==> src/rtl/bio_dma_arb_pkg.sv <==
// Shared types and AHB-lite constants for the BIO DMA round-robin arbiter.
package bio_dma_arb_pkg;

    typedef enum logic [1:0] {
        ST_IDLE = 2'd0,
        ST_ADDR = 2'd1,
        ST_DATA = 2'd2
    } arb_state_e;

    localparam logic [1:0] HTRANS_IDLE   = 2'b00;
    localparam logic [1:0] HTRANS_NONSEQ = 2'b10;
    localparam logic [2:0] HBURST_SINGLE = 3'b000;
    localparam logic [2:0] HSIZE_MAX     = 3'd2;

    function automatic logic [2:0] clamp_size(input logic [2:0] s);
        return (s > HSIZE_MAX) ? HSIZE_MAX : s;
    endfunction

endpackage

==> src/rtl/bio_rr_picker.sv <==
// Combinational round-robin picker: first requester at or after last+1 (mod NREQ).
module bio_rr_picker #(
    parameter int NREQ = 4,
    parameter int LW   = 2
) (
    input  logic [NREQ-1:0] req,
    input  logic [LW-1:0]   last,
    output logic            found,
    output logic [LW-1:0]   gnt
);

    logic [NREQ-1:0] rot;
    int              base;
    int              enc;

    // Rotate so the search start sits at bit 0, take the lowest set bit, rotate back.
    always_comb begin
        base  = (int'(last) + 1) % NREQ;
        rot   = '0;
        found = 1'b0;
        enc   = 0;
        for (int i = 0; i < NREQ; i++) begin
            rot[i] = req[LW'((base + i) % NREQ)];
        end
        for (int i = NREQ - 1; i >= 0; i--) begin
            if (rot[i]) begin
                found = 1'b1;
                enc   = i;
            end
        end
        gnt = LW'((base + enc) % NREQ);
    end

endmodule

==> src/rtl/bio_dma_arbiter.sv <==
// Round-robin arbiter + single-transfer AHB-lite sequencer for the BIO DMA master port.
// Optional bus locking is enabled with `define BIO_DMA_ARB_LOCK_EN.
module bio_dma_arbiter
    import bio_dma_arb_pkg::*;
#(
    parameter int NREQ = 4,
    parameter int AW   = 32,
    parameter int DW   = 32
) (
    input  logic              aclk,
    input  logic              reset,
    input  logic [NREQ-1:0]   req,
    input  logic [NREQ-1:0]   we,
    input  logic [NREQ*AW-1:0] addr,
    input  logic [NREQ*DW-1:0] wdata,
    input  logic [NREQ*3-1:0] size,
`ifdef BIO_DMA_ARB_LOCK_EN
    input  logic [NREQ-1:0]   lock,
`endif
    output logic [NREQ-1:0]   ack,
    output logic [DW-1:0]     rdata,
    output logic              err,
    output logic [1:0]        htrans,
    output logic              hwrite,
    output logic [AW-1:0]     haddr,
    output logic [2:0]        hsize,
    output logic [2:0]        hburst,
    output logic              hmasterlock,
    output logic [DW-1:0]     hwdata,
    input  logic [DW-1:0]     hrdata,
    input  logic              hready,
    input  logic              hresp
);

    localparam int LW = $clog2(NREQ);

    arb_state_e     state_q, state_d;
    logic [LW-1:0]  gnt_q, gnt_d, last_q, last_d;
    logic           we_q, we_d;
    logic [AW-1:0]  addr_q, addr_d;
    logic [DW-1:0]  wdata_q, wdata_d;
    logic [2:0]     size_q, size_d;
`ifdef BIO_DMA_ARB_LOCK_EN
    logic           hold_q, hold_d;
    logic           mlock_q, mlock_d;
`endif

    logic [AW-1:0]  addr_a  [NREQ];
    logic [DW-1:0]  wdata_a [NREQ];
    logic [2:0]     size_a  [NREQ];
    logic           pick_found;
    logic [LW-1:0]  pick_gnt;
    logic [LW-1:0]  sel;
    logic           done;

    for (genvar i = 0; i < NREQ; i++) begin : g_unpack
        assign addr_a[i]  = addr[i*AW +: AW];
        assign wdata_a[i] = wdata[i*DW +: DW];
        assign size_a[i]  = size[i*3 +: 3];
    end

    bio_rr_picker #(.NREQ(NREQ), .LW(LW)) u_picker (
        .req   (req),
        .last  (last_q),
        .found (pick_found),
        .gnt   (pick_gnt)
    );

    always_comb begin
        state_d = state_q;
        gnt_d   = gnt_q;
        last_d  = last_q;
        we_d    = we_q;
        addr_d  = addr_q;
        wdata_d = wdata_q;
        size_d  = size_q;
        sel     = pick_gnt;
`ifdef BIO_DMA_ARB_LOCK_EN
        hold_d  = hold_q;
        mlock_d = mlock_q;
        // A locked owner that still requests bypasses rotation.
        if (hold_q && req[gnt_q]) sel = gnt_q;
`endif
        case (state_q)
            ST_IDLE: begin
                if (pick_found) begin
                    state_d = ST_ADDR;
                    gnt_d   = sel;
                    we_d    = we[sel];
                    addr_d  = addr_a[sel];
                    wdata_d = wdata_a[sel];
                    size_d  = clamp_size(size_a[sel]);
`ifdef BIO_DMA_ARB_LOCK_EN
                    last_d  = (hold_q && req[gnt_q]) ? last_q : sel;
                    mlock_d = lock[sel];
                    hold_d  = 1'b0;
`else
                    last_d  = sel;
`endif
                end
            end
            ST_ADDR: begin
                if (hready) state_d = ST_DATA;
            end
            ST_DATA: begin
                if (hready) begin
                    state_d = ST_IDLE;
`ifdef BIO_DMA_ARB_LOCK_EN
                    hold_d  = lock[gnt_q];
`endif
                end
            end
            default: state_d = ST_IDLE;
        endcase
    end

    always_ff @(posedge aclk or posedge reset) begin
        if (reset) begin
            state_q <= ST_IDLE;
            gnt_q   <= '0;
            last_q  <= LW'(NREQ - 1);
            we_q    <= 1'b0;
            addr_q  <= '0;
            wdata_q <= '0;
            size_q  <= '0;
`ifdef BIO_DMA_ARB_LOCK_EN
            hold_q  <= 1'b0;
            mlock_q <= 1'b0;
`endif
        end else begin
            state_q <= state_d;
            gnt_q   <= gnt_d;
            last_q  <= last_d;
            we_q    <= we_d;
            addr_q  <= addr_d;
            wdata_q <= wdata_d;
            size_q  <= size_d;
`ifdef BIO_DMA_ARB_LOCK_EN
            hold_q  <= hold_d;
            mlock_q <= mlock_d;
`endif
        end
    end

    assign done   = (state_q == ST_DATA) && hready;
    assign htrans = (state_q == ST_ADDR) ? HTRANS_NONSEQ : HTRANS_IDLE;
    assign haddr  = addr_q;
    assign hwrite = we_q;
    assign hsize  = size_q;
    assign hburst = HBURST_SINGLE;
    assign hwdata = ((state_q == ST_DATA) && we_q) ? wdata_q : '0;
    assign rdata  = done ? hrdata : '0;
    assign err    = done & hresp;
`ifdef BIO_DMA_ARB_LOCK_EN
    assign hmasterlock = (state_q == ST_ADDR) & mlock_q;
`else
    assign hmasterlock = 1'b0;
`endif

    always_comb begin
        ack = '0;
        if (done) ack[gnt_q] = 1'b1;
    end

endmodule

==> config.mk <==
export PLATFORM = sky130hd
export DESIGN_NAME = bio_dma_arbiter
export DESIGN_NICKNAME = d
export VERILOG_FILES = /design/src/rtl/bio_dma_arb_pkg.sv /design/src/rtl/bio_rr_picker.sv /design/src/rtl/bio_dma_arbiter.sv
export SDC_FILE = /design/constraint.sdc
export NUM_CORES = 1
export LEC_CHECK = 0
export BUFFER_PORTS_ARGS = -buffer_cell sky130_fd_sc_hd__buf_4
export CORE_AREA = 5 5 161 163
export DETAILED_ROUTE_END_ITERATION = 10
export DIE_AREA = 0 0 166 168
export PLACE_DENSITY_LB_ADDON = 0.05
export SYNTH_ARGS = -nofsm -noshare
export SYNTH_HDL_FRONTEND = slang
export SYNTH_SLANG_ARGS = --single-unit
==> constraint.sdc <==
create_clock -name aclk -period 7.9 [get_ports aclk]
set_input_delay 0.79 -clock aclk [delete_from_list [all_inputs] [get_ports aclk]]
set_output_delay 0.79 -clock aclk [all_outputs]
set_load 0.02 [all_outputs]
==> metrics.txt, run 1 <==
fin crit share 47.2%; Non-Filler Instances 1,377; Worst-path clk slew 0.07 ns; gr usage total 20.6%; status finished, final reports clean; Core Area 24,200 µm²; deepest clock path buffer count 2; WL final 30.3 mm; Die Height 168 µm; Avg Inst Size Synth 8.44 µm²; Leak Pwr 4.49 nW; H-tree lvl count 3; vias in the first global route 7,179; dpl hpwl 22.8 mm; final worst slack 4.17 ns; critical path's largest stage delay 0.69 ns; CP Cell Sequence inv_1, nand2_1, o221ai_1, o21ai_0, nand3_1, ha_4, xnor2_1, xor2_1, nand3_2, buf_4, a221oi_1, o31ai_1; Buf/Inv on CP 2; Synth cell types 49; Hold Slack 0.471 ns; Area Growth Syn to Fin 59.6%; Die Wd 166 µm; pin count of the biggest net entering global routing 144; Ports 423; CTS buffer count 9; detailed-route DRC error count 0; Req. time, crit path 8.08 ns; crit path capture type flop; worst-path fanout max 59; post-cts resize count 0; Tmin final 3.73 ns; highest-count cells in the layout ignoring fill and taps buf_4 (426), nor2b_1 (131), nand2_1 (77); Worst Setup SP last_q[0]$_DFFE_PP1P_; Vias 6,933; cts hold-fix bufs 0; # diodes 0; full die area 27,900 µm²; post-synthesis sequential area ratio 31.3%; Hold Crit Class input port to async pin; clk sinks 74; Avg WL per Cell 22.0 µm; GP Congestion 0.815; # rows 57; hold violation total from the final report 0; Post-CTS Setup Bufs 0; asr flop ratio synth 100%; Slew HR 22.2%; Worst Path Arrival 3.91 ns; CP max stage cell a221oi_1; Placed Cells 1,361; Root Driver clkbuf_16; most common cell after layout, fill and taps aside buf_4; first-pass GRT wire length 44.9 mm; port bufs 417; RSZ-0062 raised after global routing false; Worst-Margin Slew 1.16 ns; CTS tree yes; Nets 1,361; Syn Std Cell Area 5930 µm²; setup TNS 0 ns; post-place setup slack 3.85 ns; number of fill cells in the layout 2,567; Post-synth EDFFs 0; clock latency on the worst-skew pair 0.34 ns; delay-heaviest family, CP compound AO/OA/AOI/OAI gates; Pwr per Cell Area 462 nW/µm²; Worst Skew 0.0123 ns; Gate Count Post-Synth 703; final setup violation count 0; Final Max Slew Viols 0; Yosys warning count 0; grt ovf 0; remaining antenna violation count after routing 0; Max VDD drop 0.362 mV; Initial Util 24.5%; critical path launch point type flop; initial antenna violation count 0; Synth Register Bits 74; Max Fclk 268 MHz; critical path type flop to flop; Via density 5.03; top_reg_cell synth dfrtp_1; Reg-to-Reg Start last_q[0]$_DFFE_PP1P_; share of layout cells above drive strength 1 43.3%; first-iteration detailed-routing DRC count 319; Pre-antenna DRT Iters 5; Max Cap Viol 0
through the flow:
| step | total power, W | utilization (%) | instance area, µm² |
|---|---|---|---|
| floorplan | 0.00304 | - | 5950 |
| global placement | 0.00393 | 37.8 | 9140 |
| detailed placement | 0.00395 | 37.8 | 9140 |
| CTS | 0.00444 | 39.2 | 9470 |
| global route | 0.00479 | 39.2 | 9470 |
| finish | 0.00437 | 39.2 | 9470 |
flip-flops by register name, indices dropped and copies added (netlist names):
name,flops
gnt_q,2
haddr,32
hsize,3
hwrite,1
last_q,2
state_q,2
wdata_q,32
layer usage:
layer | vias to the layer above | track usage (%) | wire length (µm)
met5 | - | 0 | 0
met4 | 0 | 7.82 | 994
met3 | 40 | 6.71 | 2510
met2 | 311 | 37.1 | 15500
met1 | 3220 | 22.6 | 11300
li1 | 3362 | - | -
cells in the mapped netlist (all sizes together), types with 3 or more instances:
library cell	count	area [µm²]
nor2b	132	826
nand2	77	289
dfrtp	72	1800
and3	66	413
o31ai	66	495
a2111oi	65	579
a221oi	65	569
clkbuf	64	244
buf	33	239
nor2	10	37.5
o21ai	7	38.8
nor3	6	35.0
a21oi	4	23.8
inv	3	11.3
nand3	3	20.0
power breakdown:
group / switching [W] / internal [W]
combinational: 0.00201 / 0.00114
sequential: 0.000146 / 0.000598
clock: 0.000171 / 0.000309
worst paths after layout:
check                                           to  slack (ns)  depth (start not counted)
setup / recovery            wdata_q[6]$_DFFE_PP0P_        4.17                         12
hold / removal                haddr[8]$_DFFE_PP0P_        0.47                          2
setup reg to reg            wdata_q[6]$_DFFE_PP0P_        4.17                         12
hold reg to reg            wdata_q[27]$_DFFE_PP0P_        0.47                          2
max in group asynchronous  wdata_q[11]$_DFFE_PP0P_        6.32                          3
min in group aclk          wdata_q[27]$_DFFE_PP0P_        0.47                          2
layout make-up:
| cell class | count | area [µm²] | area share [%] |
|---|---|---|---|
| clock buffer | 11 | 233 | 2.46 |
| clock inverter | 5 | 103 | 1.08 |
| inverter | 3 | 12.5 | 0.132 |
| multi-input combinational | 533 | 3650 | 38.5 |
| sequential | 74 | 1850 | 19.6 |
| tap | 324 | 405 | 4.28 |
| timing repair buffer | 427 | 3220 | 34.0 |
worst register-to-register path: cells and delay by family, from the launching register on:
family	cells	cell delay, ns
and+or+nand+nor	3	0.50
DFF	1	0.63
adders and majority gates	1	0.18
AOI/OAI and AO/OA	4	1.07
buffers and inverters	2	0.57
xor gates and xnor gates	2	0.62
cells by family (layout without fill, tap and decap cells):
family,count (synthesis),in the layout,synth area share (%)
and+or+nand+nor,307,307,28.9
AOI/OAI and AO/OA,216,216,30.6
buffers and inverters,100,446,8.33
DFF,74,74,31.3
xor gates and xnor gates,3,3,0.443
adders and majority gates,1,1,0.211
other,1,5,0.0632
muxes,1,1,0.190
Note: power is estimated with default switching activity, not from simulation.
==> inputs of run 2 (changes only) <==
--- a/config.mk
+++ b/config.mk
@@ -6,9 +6,9 @@
 export NUM_CORES = 1
 export LEC_CHECK = 0
 export BUFFER_PORTS_ARGS = -buffer_cell sky130_fd_sc_hd__buf_4
-export CORE_AREA = 5 5 161 163
+export CORE_AREA = 5 5 160 162
 export DETAILED_ROUTE_END_ITERATION = 10
-export DIE_AREA = 0 0 166 168
+export DIE_AREA = 0 0 165 167
 export PLACE_DENSITY_LB_ADDON = 0.05
 export SYNTH_ARGS = -nofsm -noshare
 export SYNTH_HDL_FRONTEND = slang
==> constraint.sdc (replaced) <==
create_clock -name aclk -period 3.2 [get_ports aclk]
set_input_delay 0.32 -clock aclk [delete_from_list [all_inputs] [get_ports aclk]]
set_output_delay 0.32 -clock aclk [all_outputs]
set_load 0.02 [all_outputs]
==> run 2 against run 1 <==
Cell count increased by 1.9%. Via count up 1.4%. Clock power increased by 100%. Highest routed layer unchanged. Largest cell class unchanged. Flip-flop and latch count did not move.
==> metrics.txt, run 2 (synthesis gave the netlist of run 1 again) <==
Tmin final 2.92 ns (-0.807 ns); detailed-route DRC error count 0 (unchanged); Root Driver clkbuf_16; first-pass GRT wire length 43.4 mm (-3.5%); most common cell after layout, fill and taps aside buf_4; Hold Crit Class input port to async pin; post-place setup slack 0.192 ns (-3.65 ns); vias in the first global route 7,143 (-0.50%); area of the multi-input gates 3670 µm² (+0.75%); full die area 27,600 µm² (-1.2%); Leak Pwr 4.64 nW (+3.3%); WL final 29.9 mm (-1.4%); Via density 5.01 (-0.48%); Die Height 167 µm (-0.60%); Worst Skew 0.00894 ns (-0.00337 ns); dpl hpwl 23.0 mm (+0.82%); Die Wd 165 µm (-0.60%); Finished Core Util 40.8% (+1.6 points); CTS buffer count 9 (unchanged); Max Cap Viol 0 (unchanged); Pint 0.00560 W (+170%); Nets 1,385 (+1.8%); switching share of total power 51.2% (-2.0 points); critical path's largest stage delay 0.63 ns (-0.06 ns); pin count of the biggest net entering global routing 75 (-48%); Buf/Inv on CP 2 (unchanged); H-tree lvl count 3 (unchanged); deepest clock path buffer count 2 (unchanged); status finished, final reports clean; fin crit share 91.4% (+44 points); Pwr per Cell Area 1170 nW/µm² (+150%); Worst-Margin Slew 0.611 ns (-0.551 ns); remaining antenna violation count after routing 0 (unchanged); Avg WL per Cell 21.3 µm (-3.2%); clock latency on the worst-skew pair 0.34 ns (about the same); grt ovf 0 (unchanged); CP max stage cell dfstp_2; initial antenna violation count 2 (+2); delay-heaviest family, CP compound AO/OA/AOI/OAI gates; crit path capture type flop; worst-path fanout max 10 (-83%); RSZ-0062 raised after global routing false; critical path type flop to flop; Max VDD drop 0.604 mV (+67%); sequential power share 15.6% (-1.4 points); CP Cell Sequence nor2_1, nand2_1, o21ai_0, o21ai_0, nand3_1, ha_4, xnor2_2, xor2_2, a21oi_4, buf_4, a2111oi_1, buf_4, o31ai_1; Worst Path Arrival 3.14 ns (-0.77 ns); Area Growth Syn to Fin 64.7%; number of fill cells in the layout 2,572 (+0.19%); GP Congestion 0.824 (+1.1%); Req. time, crit path 3.41 ns (-4.67 ns); gr usage total 20.5% (-0.14 points); highest-count cells in the layout ignoring fill and taps buf_4 (438), nor2b_1 (131), nand2_1 (77); setup TNS 0 ns (unchanged); Ports 423 (unchanged); clk sinks 74 (unchanged); Clk network pwr share 8.6% (-2.4 points); Slew HR 59.3% (+37 points); Vias 7,030 (+1.4%); Final Max Slew Viols 0 (unchanged); cts hold-fix bufs 0 (unchanged); Core Area 24,000 µm² (-0.88%); hold violation total from the final report 0 (unchanged); final setup violation count 0 (unchanged); Comb pwr share 75.8% (+3.8 points); # rows 57 (unchanged); post-cts resize count 0 (unchanged); NetSw 0.00588 W (+150%); final worst slack 0.277 ns (-3.89 ns); Pre-antenna DRT Iters 5 (unchanged); Storage cell area 1850 µm² (unchanged); port bufs 417 (unchanged); Max Fclk 342 MHz (+28%); Post-CTS Setup Bufs 0 (unchanged); share of layout cells above drive strength 1 44.8% (+1.5 points); critical path launch point type flop; Initial Util 24.8% (+0.22 points); Worst-path clk slew 0.06 ns (about the same); first-iteration detailed-routing DRC count 355 (+11%); CTS tree yes
[run 2: layer usage]
layer / up-vias / GRT usage (%) / share of wire, %
li1: 3421 / - / -
met1: 3268 / 22.7 / 38
met2: 309 / 37.2 / 51
met3: 32 / 5.86 / 8.5
met4: 0 / 6.62 / 2.3
met5: - / 0 / 0
[run 2: final cells by class]
class	instances	area share [%]
diodes	2	0.0512
clock buffers	12	2.52
clock inverters	4	0.282
inverters	3	0.128
multi-input cells	533	37.6
flip-flops and latches	74	19.0
well taps	324	4.15
repair buffers	451	36.3
[run 2: power groups by stage]
stage	clock, W	combinational [W]	sequential [W]
floorplan	0	0.00554	0.00195
global placement	0	0.00876	0.00179
CTS	0.00103	0.00877	0.00180
finish	0.000983	0.00870	0.00179
global route	0.00105	0.00959	0.00186
detailed placement	0	0.00877	0.00180
[run 2: stage by stage]
step                      area (µm²)  hold WS [ns]  cells  power [W]
after floorplan                 5950         0.441    707    0.00750
after global placement          9470         0.454   1385     0.0105
after detailed placement        9470         0.460   1385     0.0106
after CTS                       9740        0.0894   1401     0.0116
after global routing            9770        0.0923   1403     0.0125
final                           9770        0.0391   1403     0.0115
[run 2: worst register-to-register path: cells and delay by family (launching register included)]
kind	cells	cell delay (ns)
AOI/OAI and AO/OA	5	0.80
and+or+nand+nor	3	0.31
DFF	1	0.63
buffers and inverters	2	0.38
xor gates and xnor gates	2	0.52
adders and majority gates	1	0.18
[run 2: final timing paths]
kind / start / end / slack (ns) / depth (start not counted)
min reg2reg: wdata_q[17]$_DFFE_PP0P_ / wdata_q[17]$_DFFE_PP0P_ / 0.47 / 2
max reg2reg: last_q[0]$_DFFE_PP1P_ / haddr[30]$_DFFE_PP0P_ / 0.28 / 13
max in group asynchronous: reset / last_q[1]$_DFFE_PP1P_ / 2.73 / 3
min: reset / haddr[14]$_DFFE_PP0P_ / 0.04 / 3
min in group aclk: wdata[112] / wdata_q[16]$_DFFE_PP0P_ / 0.33 / 3
max: last_q[0]$_DFFE_PP1P_ / haddr[30]$_DFFE_PP0P_ / 0.28 / 13
==> inputs of run 3 (changes only) <==
--- a/config.mk
+++ b/config.mk
@@ -6,9 +6,9 @@
 export NUM_CORES = 1
 export LEC_CHECK = 0
 export BUFFER_PORTS_ARGS = -buffer_cell sky130_fd_sc_hd__buf_4
-export CORE_AREA = 5 5 160 162
+export CORE_AREA = 2 2 167 169
 export DETAILED_ROUTE_END_ITERATION = 10
-export DIE_AREA = 0 0 165 167
+export DIE_AREA = 0 0 169 171
 export PLACE_DENSITY_LB_ADDON = 0.05
 export SYNTH_ARGS = -nofsm -noshare
 export SYNTH_HDL_FRONTEND = slang
==> run 3 against run 2 <==
Cell count up 1.6%. Combinational power is 0.8% higher. Critical path depth fell by 1. Utilization decreased by 4.8 points. Non-clock buffer count grew 2. Sequential share of layout area is 0.13 points lower. Largest cell class unchanged.
==> metrics.txt, run 3 (synthesis gave the netlist of run 1 again) <==
status finished, final reports clean; Worst Path Arrival 3.20 ns (+0.06 ns); RSZ-0062 raised after global routing true; area of the multi-input gates 3650 µm² (-0.61%); dpl hpwl 21.4 mm (-7.1%); full die area 28,900 µm² (+4.9%); fin crit share 93.2% (+1.8 points); Worst Skew 0.0100 ns (+0.00108 ns); WL final 28.8 mm (-3.8%); vias in the first global route 6,904 (-3.3%); Max Cap Viol 0 (unchanged); # diodes 0 (-2); Worst-Margin Slew 0.947 ns (+0.336 ns); Worst-path clk slew 0.07 ns (about the same); Via density 4.95 (-1.2%); Area Growth Syn to Fin 65.9%; Max Fclk 335 MHz (-2.0%); number of fill cells in the layout 2,913 (+13%); gr usage total 18.9% (-1.5 points); Vias 7,057 (+0.38%); cts hold-fix bufs 0 (unchanged); worst-path fanout max 34 (+24); Placed Cells 1,409 (+1.7%); critical path launch point type flop; port bufs 417 (unchanged); Non-Filler Instances 1,425 (+1.6%); critical path type flop to flop; CTS tree yes; placed cell areas 9500 µm² (+0.33%); post-place setup slack 0.223 ns (+0.0301 ns); Max VDD drop 1.01 mV (+67%); pin count of the biggest net entering global routing 66 (-12%); initial antenna violation count 0 (-2); Final Cell Area 9840 µm² (+0.70%); grt ovf 0 (unchanged); remaining antenna violation count after routing 0 (unchanged); Die Height 171 µm (+2.4%); Die Wd 169 µm (+2.4%); Avg WL per Cell 20.2 µm (-5.3%); Pwr per Cell Area 1190 nW/µm² (+1.4%); first-pass GRT wire length 41.5 mm (-4.2%); Hold Crit Class input port to async pin; Slew HR 36.9% (-22 points); first-iteration detailed-routing DRC count 379 (+6.8%); Root Driver clkbuf_16; Tmin final 2.98 ns (+0.0584 ns); CTS buffer count 9 (unchanged); Storage cell area 1850 µm² (unchanged); Pre-antenna DRT Iters 6 (+1); deepest clock path buffer count 2 (unchanged); CP Cell Sequence inv_1, nand2_1, o221ai_1, o21ai_0, nand3_1, ha_4, xnor2_1, xor2_1, nand3_2, buf_4, a221oi_1, o31ai_1; crit path capture type flop; Req. time, crit path 3.42 ns (about the same); GP Congestion 0.780 (-5.3%); clk sinks 74 (unchanged); hold violation total from the final report 0 (unchanged); final worst slack 0.218 ns (-0.0584 ns); Nets 1,387 (+0.14%); Core Area 27,300 µm² (+14%); Initial Util 21.7% (-3.0 points); Post-CTS Setup Bufs 0 (unchanged); critical path's largest stage delay 0.62 ns (about the same); Final Max Slew Viols 0 (unchanged); clock latency on the worst-skew pair 0.35 ns (about the same); Leak Pwr 4.67 nW (+0.74%); H-tree lvl count 3 (unchanged); CP max stage cell dfstp_2; Ports 423 (unchanged); most common cell after layout, fill and taps aside buf_4; final setup violation count 0 (unchanged); share of layout cells above drive strength 1 44.9% (about the same); highest-count cells in the layout ignoring fill and taps buf_4 (441), nor2b_1 (131), nand2_1 (77); # rows 61 (+7.0%); detailed-route DRC error count 0 (unchanged)
[run 3: cell type report]
type                       instances  area share (%)
timing repair buffer             453            36.1
clock buffer                      12            2.71
inverter                           3           0.140
clock inverter                     4           0.737
sequential                        74            18.8
multi-input combinational        533            37.1
tap                              346            4.40
[run 3: layer usage]
layer	GRT usage [%]	vias to the layer above	wire, µm
met5	0	-	0
met4	5.02	0	491
met3	5.32	25	2330
met2	34.7	318	14800
met1	21.6	3298	11100
li1	-	3416	-
[run 3: report_power, final]
group	total [W]	switching, W	internal [W]	leakage, nW
Sequential	0.00177	0.000291	0.00148	0.902
Clock	0.00119	0.000445	0.000747	0.165
Combinational	0.00877	0.00521	0.00355	3.61
Total	0.0117	0.00595	0.00578	4.67
[run 3: timing repair]
item                       in CTS  in global routing
setup endpoints to repair       0                  7
resized for setup               0                  4
hold endpoints to repair        0                  0
[run 3: worst paths after layout]
path,startpoint,end,slack (ns),cells past startpoint
setup / recovery,last_q[0]$_DFFE_PP1P_,wdata_q[5]$_DFFE_PP0P_,0.22,12
hold / removal,reset,haddr[11]$_DFFE_PP0P_,0.17,2
setup reg to reg,last_q[0]$_DFFE_PP1P_,wdata_q[5]$_DFFE_PP0P_,0.22,12
hold reg to reg,wdata_q[28]$_DFFE_PP0P_,wdata_q[28]$_DFFE_PP0P_,0.47,2
max in group asynchronous,reset,wdata_q[3]$_DFFE_PP0P_,2.25,3
min in group aclk,wdata[105],wdata_q[9]$_DFFE_PP0P_,0.33,3
[run 3: through the flow]
step / hold WS [ns] / setup TNS [ns] / utilization, % / total power, W
finish: 0.167 / 0 / 36.0 / 0.0117
global route: 0.257 / -0.0502 / 36.0 / 0.0128
CTS: 0.225 / 0 / 36.0 / 0.0118
detailed placement: 0.461 / 0 / 34.8 / 0.0106
global placement: 0.455 / 0 / 34.8 / 0.0106
floorplan: 0.441 / 0 / - / 0.00750
[run 3: critical path: cells and delay by family (launching register included)]
family / cells / cell delay, ns
AOI/OAI and AO/OA: 4 / 0.72
DFF: 1 / 0.62
xor gates and xnor gates: 2 / 0.58
buffers and inverters: 2 / 0.37
and+or+nand+nor: 3 / 0.35
adders and majority gates: 1 / 0.18
